### src/rtl/nn_result_streamer.sv
// nn_result_streamer
// Output stage behind the final NN layer.
// - Captures a packed vector of neuron outputs on each i_valid pulse.
// - Stores it in a 2-slot ping-pong buffer.
// - Streams it out on an AXI4-Stream master, one neuron per beat, neuron 0 first.
// Optional feature: define ARGMAX_EN to append one beat per frame. That beat carries
// the index of the largest signed neuron value, and tlast moves onto it.
module nn_result_streamer #(
    parameter int NUM_OUT    = 10,
    parameter int DATA_WIDTH = 16,
    parameter int CNT_WIDTH  = 16
) (
    input  logic                          s_axi_aclk,
    input  logic                          reset,
    input  logic                          i_valid,
    input  logic [NUM_OUT*DATA_WIDTH-1:0] i_data,
    output logic [DATA_WIDTH-1:0]         m_axis_tdata,
    output logic                          m_axis_tvalid,
    input  logic                          m_axis_tready,
    output logic                          m_axis_tlast,
    output logic                          o_overflow,
    output logic                          o_busy,
    output logic [CNT_WIDTH-1:0]          o_frame_count
);

    localparam int BEAT_W = $clog2(NUM_OUT + 1);
`ifdef ARGMAX_EN
    localparam int IDX_W    = $clog2(NUM_OUT);
    localparam int LAST_IDX = NUM_OUT;
`else
    localparam int LAST_IDX = NUM_OUT - 1;
`endif
    localparam logic [BEAT_W-1:0] LAST_BEAT = BEAT_W'(LAST_IDX);

    localparam logic [0:0] ST_IDLE = 1'b0;
    localparam logic [0:0] ST_SEND = 1'b1;

    logic [0:0]                    state;
    logic [NUM_OUT*DATA_WIDTH-1:0] slot_data [2];
    logic [1:0]                    slot_full;
    logic                          wr_ptr;
    logic                          rd_ptr;
    logic [BEAT_W-1:0]             beat;
    logic [NUM_OUT*DATA_WIDTH-1:0] cur_vec;
    logic                          handshake;
    logic                          final_hs;
    logic                          capture;
    logic                          drop;

    // A capture is allowed into an empty slot.
    // It is also allowed into the slot that the final handshake frees on this same edge.
    assign handshake = (state == ST_SEND) && m_axis_tready;
    assign final_hs  = handshake && (beat == LAST_BEAT);
    assign capture   = i_valid && (!slot_full[wr_ptr] || (final_hs && (rd_ptr == wr_ptr)));
    assign drop      = i_valid && !capture;
    assign cur_vec   = slot_data[rd_ptr];

    assign m_axis_tvalid = (state == ST_SEND);
    assign m_axis_tlast  = (state == ST_SEND) && (beat == LAST_BEAT);
    assign o_busy        = (state == ST_SEND) | slot_full[0] | slot_full[1];

`ifdef ARGMAX_EN
    logic [IDX_W-1:0]             in_idx;
    logic signed [DATA_WIDTH-1:0] in_max;
    logic [IDX_W-1:0]             slot_idx [2];

    // Find the max of the incoming vector. A strict compare means a tie keeps the lower index.
    always_comb begin
        in_idx = '0;
        in_max = i_data[DATA_WIDTH-1:0];
        for (int k = 1; k < NUM_OUT; k++) begin
            if ($signed(i_data[k*DATA_WIDTH +: DATA_WIDTH]) > in_max) begin
                in_max = i_data[k*DATA_WIDTH +: DATA_WIDTH];
                in_idx = IDX_W'(k);
            end
        end
    end

    // Register the argmax index next to its vector.
    always_ff @(posedge s_axi_aclk) begin
        if (reset) begin
            slot_idx[0] <= '0;
            slot_idx[1] <= '0;
        end else if (capture) begin
            slot_idx[wr_ptr] <= in_idx;
        end
    end
`endif

    // Select the neuron for the current beat. Drive zero when not streaming.
    always_comb begin
        m_axis_tdata = '0;
        if (state == ST_SEND) begin
            for (int k = 0; k < NUM_OUT; k++) begin
                if (beat == BEAT_W'(k)) begin
                    m_axis_tdata = cur_vec[k*DATA_WIDTH +: DATA_WIDTH];
                end
            end
`ifdef ARGMAX_EN
            if (beat == BEAT_W'(NUM_OUT)) begin
                m_axis_tdata = DATA_WIDTH'(slot_idx[rd_ptr]);
            end
`endif
        end
    end

    // Ping-pong slot bookkeeping. A capture into the slot freed this edge must leave it full,
    // so the capture assignment comes last.
    always_ff @(posedge s_axi_aclk) begin
        if (reset) begin
            slot_data[0] <= '0;
            slot_data[1] <= '0;
            slot_full    <= 2'b00;
            wr_ptr       <= 1'b0;
            rd_ptr       <= 1'b0;
        end else begin
            if (final_hs) begin
                slot_full[rd_ptr] <= 1'b0;
                rd_ptr            <= ~rd_ptr;
            end
            if (capture) begin
                slot_data[wr_ptr] <= i_data;
                slot_full[wr_ptr] <= 1'b1;
                wr_ptr            <= ~wr_ptr;
            end
        end
    end

    // Streaming FSM and beat counter. Frames run back to back when the other slot is ready.
    always_ff @(posedge s_axi_aclk) begin
        if (reset) begin
            state <= ST_IDLE;
            beat  <= '0;
        end else begin
            case (state)
                ST_IDLE: begin
                    if (slot_full[rd_ptr]) begin
                        state <= ST_SEND;
                    end
                end
                default: begin
                    if (handshake) begin
                        beat <= final_hs ? '0 : beat + 1'b1;
                    end
                    if (final_hs && !slot_full[~rd_ptr]) begin
                        state <= ST_IDLE;
                    end
                end
            endcase
        end
    end

    // Sticky overflow flag and completed-frame counter.
    always_ff @(posedge s_axi_aclk) begin
        if (reset) begin
            o_overflow    <= 1'b0;
            o_frame_count <= '0;
        end else begin
            if (drop) begin
                o_overflow <= 1'b1;
            end
            if (final_hs) begin
                o_frame_count <= o_frame_count + CNT_WIDTH'(1);
            end
        end
    end

endmodule

### config.mk
export PLATFORM = sky130hd
export DESIGN_NAME = nn_result_streamer
export DESIGN_NICKNAME = d
export VERILOG_FILES = /design/src/rtl/nn_result_streamer.sv
export SDC_FILE = /design/constraint.sdc
export NUM_CORES = 1
export LEC_CHECK = 0
export ABC_AREA = 0
export CAP_MARGIN = 40
export CORE_ASPECT_RATIO = 2
export CORE_MARGIN = 2
export CORE_UTILIZATION = 45
export CTS_BUF_LIST = sky130_fd_sc_hd__clkbuf_8
export DETAILED_ROUTE_END_ITERATION = 7
export GPL_TIMING_DRIVEN = 0
export PLACE_DENSITY = 0.73
export SETUP_SLACK_MARGIN = 0.15
export SYNTH_ARGS = -nofsm -noshare
export SYNTH_HDL_FRONTEND = slang
export SYNTH_SLANG_ARGS = --single-unit
### constraint.sdc
create_clock -name s_axi_aclk -period 20.4 [get_ports s_axi_aclk]
set_clock_uncertainty 0.1 [all_clocks]
set_input_delay 6.12 -clock s_axi_aclk [delete_from_list [all_inputs] [get_ports s_axi_aclk]]
set_output_delay 6.12 -clock s_axi_aclk [all_outputs]
set_load 0.05 [all_outputs]
==> metrics.yaml, run 1 <==
logic_synthesis:
  syn_nets: 1392
  synth-edff-count: 320
  synth_common_cells: "and2_1 (323), edfxtp_1 (320), mux2i_1 (161)"
  synth_top_area_share_pct: 59.6
  synth_warnings: 0
  netlist_top_cells_area: "edfxtp_1 (60%), and2_1 (13%), mux2i_1 (10%), dfxtp_1 (3.4%), o2111ai_1 (1.7%)"
  synth.distinct_cells: 50
  async_flop_share_pct: 0
  synth_area_um2: 16100
  synth_ff_type: "edfxtp_1"
  yosys.area.top_type: "edfxtp_1"
  syn_inst: 1223
  synth_seq_cells: 347
  seq_area_frac_synth_pct: 62.9
  synth.avg_cell_area_um2: 13.2
  post-synth-top-count-cell: "and2_1"
sta:
  fin_crit_ps: 10390
  setup_viol: 0
  rsz0062_at_grt: "false"
  slew_violations: 0
  post-route-period-util_pct: 50.9
  relSlewSlack_pct: 54.6
  fmax_ghz: 0.0962
  fin_tns_setup_ps: 0
  worst_pin_slew_ps: 674
  hold_viol: 0
critical_path:
  crit_path_frequent_cell: "o2111ai_1"
  worstPathCellList: "inv_1 -> ha_1 -> or4b_1 -> clkbuf_2 -> buf_2 -> o22ai_1 -> o2111ai_1 -> o2111ai_1 -> a221o_1 -> clkdlybuf4s50_1"
  worstPathRequired_ps: 14180
  crit_slowest_cell: "clkdlybuf4s50_1"
  critical_path_class: "flip-flop to output pin"
  path_buf_inv: 4
  critical_path_arrival_ps: 4170
  cp_max_fo: 10
  cp-end-kind: "output pin"
  cp-start-kind: "flip-flop"
  crit_family: "buffers and inverters"
  slowest_delay_ps: 820
clock_tree:
  cts.sinks: 347
  cts_resized: 0
  hold_buffers: 0
  clockBufferDepth: 3
  cts-buffers-inserted: 47
  clkSlewWorstSetupHoldPaths_ps: 70
  cts_root_buf: "clkbuf_8"
  post_cts_buffers: 0
  htreeDepth: 2
  tritoncts: "built"
  clock_latency_ps: 580
drt:
  dr.first_iter.drc_count: 627
  detail-route-antenna-nets: 0
  vias_per_cell: 5.36
  drc_errors: 0
  routedWlPerCell_um: 23.0
  wl_mm: 45.2
  vias: 10525
  firstDrtPassIters: 8
placement:
  numPortBuffers: 199
  gp_congestion: 0.985
  place_hpwl_mm: 34.8
run:
  cap_viol_max_count: 0
pwr:
  peakVddDrop_mv: 0.0598
  power_density_nw_per_um2: 75.9
  leakagePower_nw: 6.96
floorplanning:
  initial_core_util_pct: 45.4
  core_um2: 35600
  io_pins: 200
  die_x_um: 138
  design.die.area_um2: 37500
  die_h_um: 272
  core.rowCount: 98
final_layout:
  syn2layout_area_growth_pct: 22.1
  layout-drive-gt1-share_pct: 8.33
  num-nets-final: 1646
  utilization_pct: 55.4
global_routing:
  grt_usage_pct: 24.5
  antenna_found_initial: 1
  grt_pass1_wl_mm: 66.0
  overflow: 0
  grt_pass1_vias: 11067
  grt_start_max_net_pins: 62
hold_path:
  hp-class: "flip-flop to flip-flop"
outcome:
  status: "finished, final reports clean"
-- metrics by stage --
step	cell area (um2)	instances	power (mW)	setup WS [ps]	hold slack (ps)
3_3_place_gp	18700	1872	1.02	6560	367
2_1_floorplan	16100	1223	0.937	9420	377
3_5_place_dp	18800	1878	1.02	10670	364
4_1_cts	19700	1963	1.50	10030	373
5_1_grt	19700	1964	1.54	9930	398
6_report	19700	1964	1.50	10010	369
-- worst register-to-register path, stage by stage, from the launching register on --
cell	delay (ps)
dfxtp_1	440
ha_1	330
nand3b_4	160
nor2_8	200
a21boi_2	110
nor3_4	510
buf_6	320
or2_4	490
buf_12	310
buf_16	300
-- state kept, by name (all words and copies together), names as in the netlist, named ones only --
register / cells
slot_data: 320
rd_ptr: 1
m_axis_tvalid: 1
o_overflow: 1
o_frame_count: 16
beat: 4
wr_ptr: 1
slot_full: 2
-- worst paths after layout --
check | cells past startpoint | to | slack [ps] | start
hold reg to reg | 2 | o_overflow | 370 | o_overflow
hold / removal | 2 | o_overflow | 370 | o_overflow
setup / recovery | 10 | m_axis_tdata[7] | 10010 | beat[1]
setup reg to reg | 9 | slot_data[1][105] | 16770 | beat[0]
-- layout make-up --
class	instances	area (um2)
Antenna cell	1	2.50
Clock buffer	51	702
Inverter	9	33.8
Buffer	84	453
Clock inverter	34	144
Sequential cell	347	10100
Tap cell	450	563
Multi-Input combinational cell	783	5500
Fill cell	2994	15900
Timing Repair Buffer	205	2140
-- report_power, final --
group	switching, mW	total, mW	internal [mW]
combinational	0.0932	0.162	0.0690
sequential	0.0136	0.844	0.831
clock	0.258	0.489	0.231
-- cells by family after synthesis --
group                      synth area share [%]
buffers and inverters                      3.02
DFF                                        62.9
AOI/OAI and AO/OA                          5.72
adders and majority gates                 0.388
xor gates and xnor gates                  0.760
muxes                                      9.99
and+or+nand+nor                            17.2
-- metal layers --
metal | up-vias | wire, um | track usage (%)
met4 | 0 | 3530 | 16.9
met5 | - | 0 | 0
met3 | 121 | 1850 | 3.51
li1 | 4966 | - | -
met2 | 330 | 25000 | 46.1
met1 | 5108 | 14800 | 23.5
-- placed cells by master, fill, tap and decap left out, types with 11 or more instances in the layout --
| master | instances |
|---|---|
| a21oi_1 | 27 |
| a221o_1 | 16 |
| and2_1 | 323 |
| buf_2 | 26 |
| clkbuf_1 | 31 |
| clkbuf_2 | 12 |
| clkbuf_8 | 51 |
| clkdlybuf4s50_1 | 199 |
| dfxtp_1 | 27 |
| edfxtp_1 | 320 |
| inv_1 | 29 |
| mux2i_1 | 161 |
| nand2_1 | 50 |
| nand3_1 | 24 |
| nor2_1 | 34 |
| o2111ai_1 | 32 |
| o21ai_0 | 18 |
| o22ai_1 | 33 |
| xnor2_1 | 11 |
Power figures use the tool's default switching activity.
==> inputs of run 2 (changes only) <==
clock period = 10.45 ns   (was 20.4 ns; I/O delays follow)
==> results of run 2 <==
Same layout as run 1 (identical final DEF). Status: finished, final reports clean.
Main changes from that run: setup slack after placement 10670 ps -> 3710 ps; setup slack after layout 10010 ps -> 3040 ps; register-to-register setup slack 16770 ps -> 6820 ps; total power 1.50 mW -> 2.92 mW; worst IR drop on VDD 0.0598 mV -> 0.117 mV
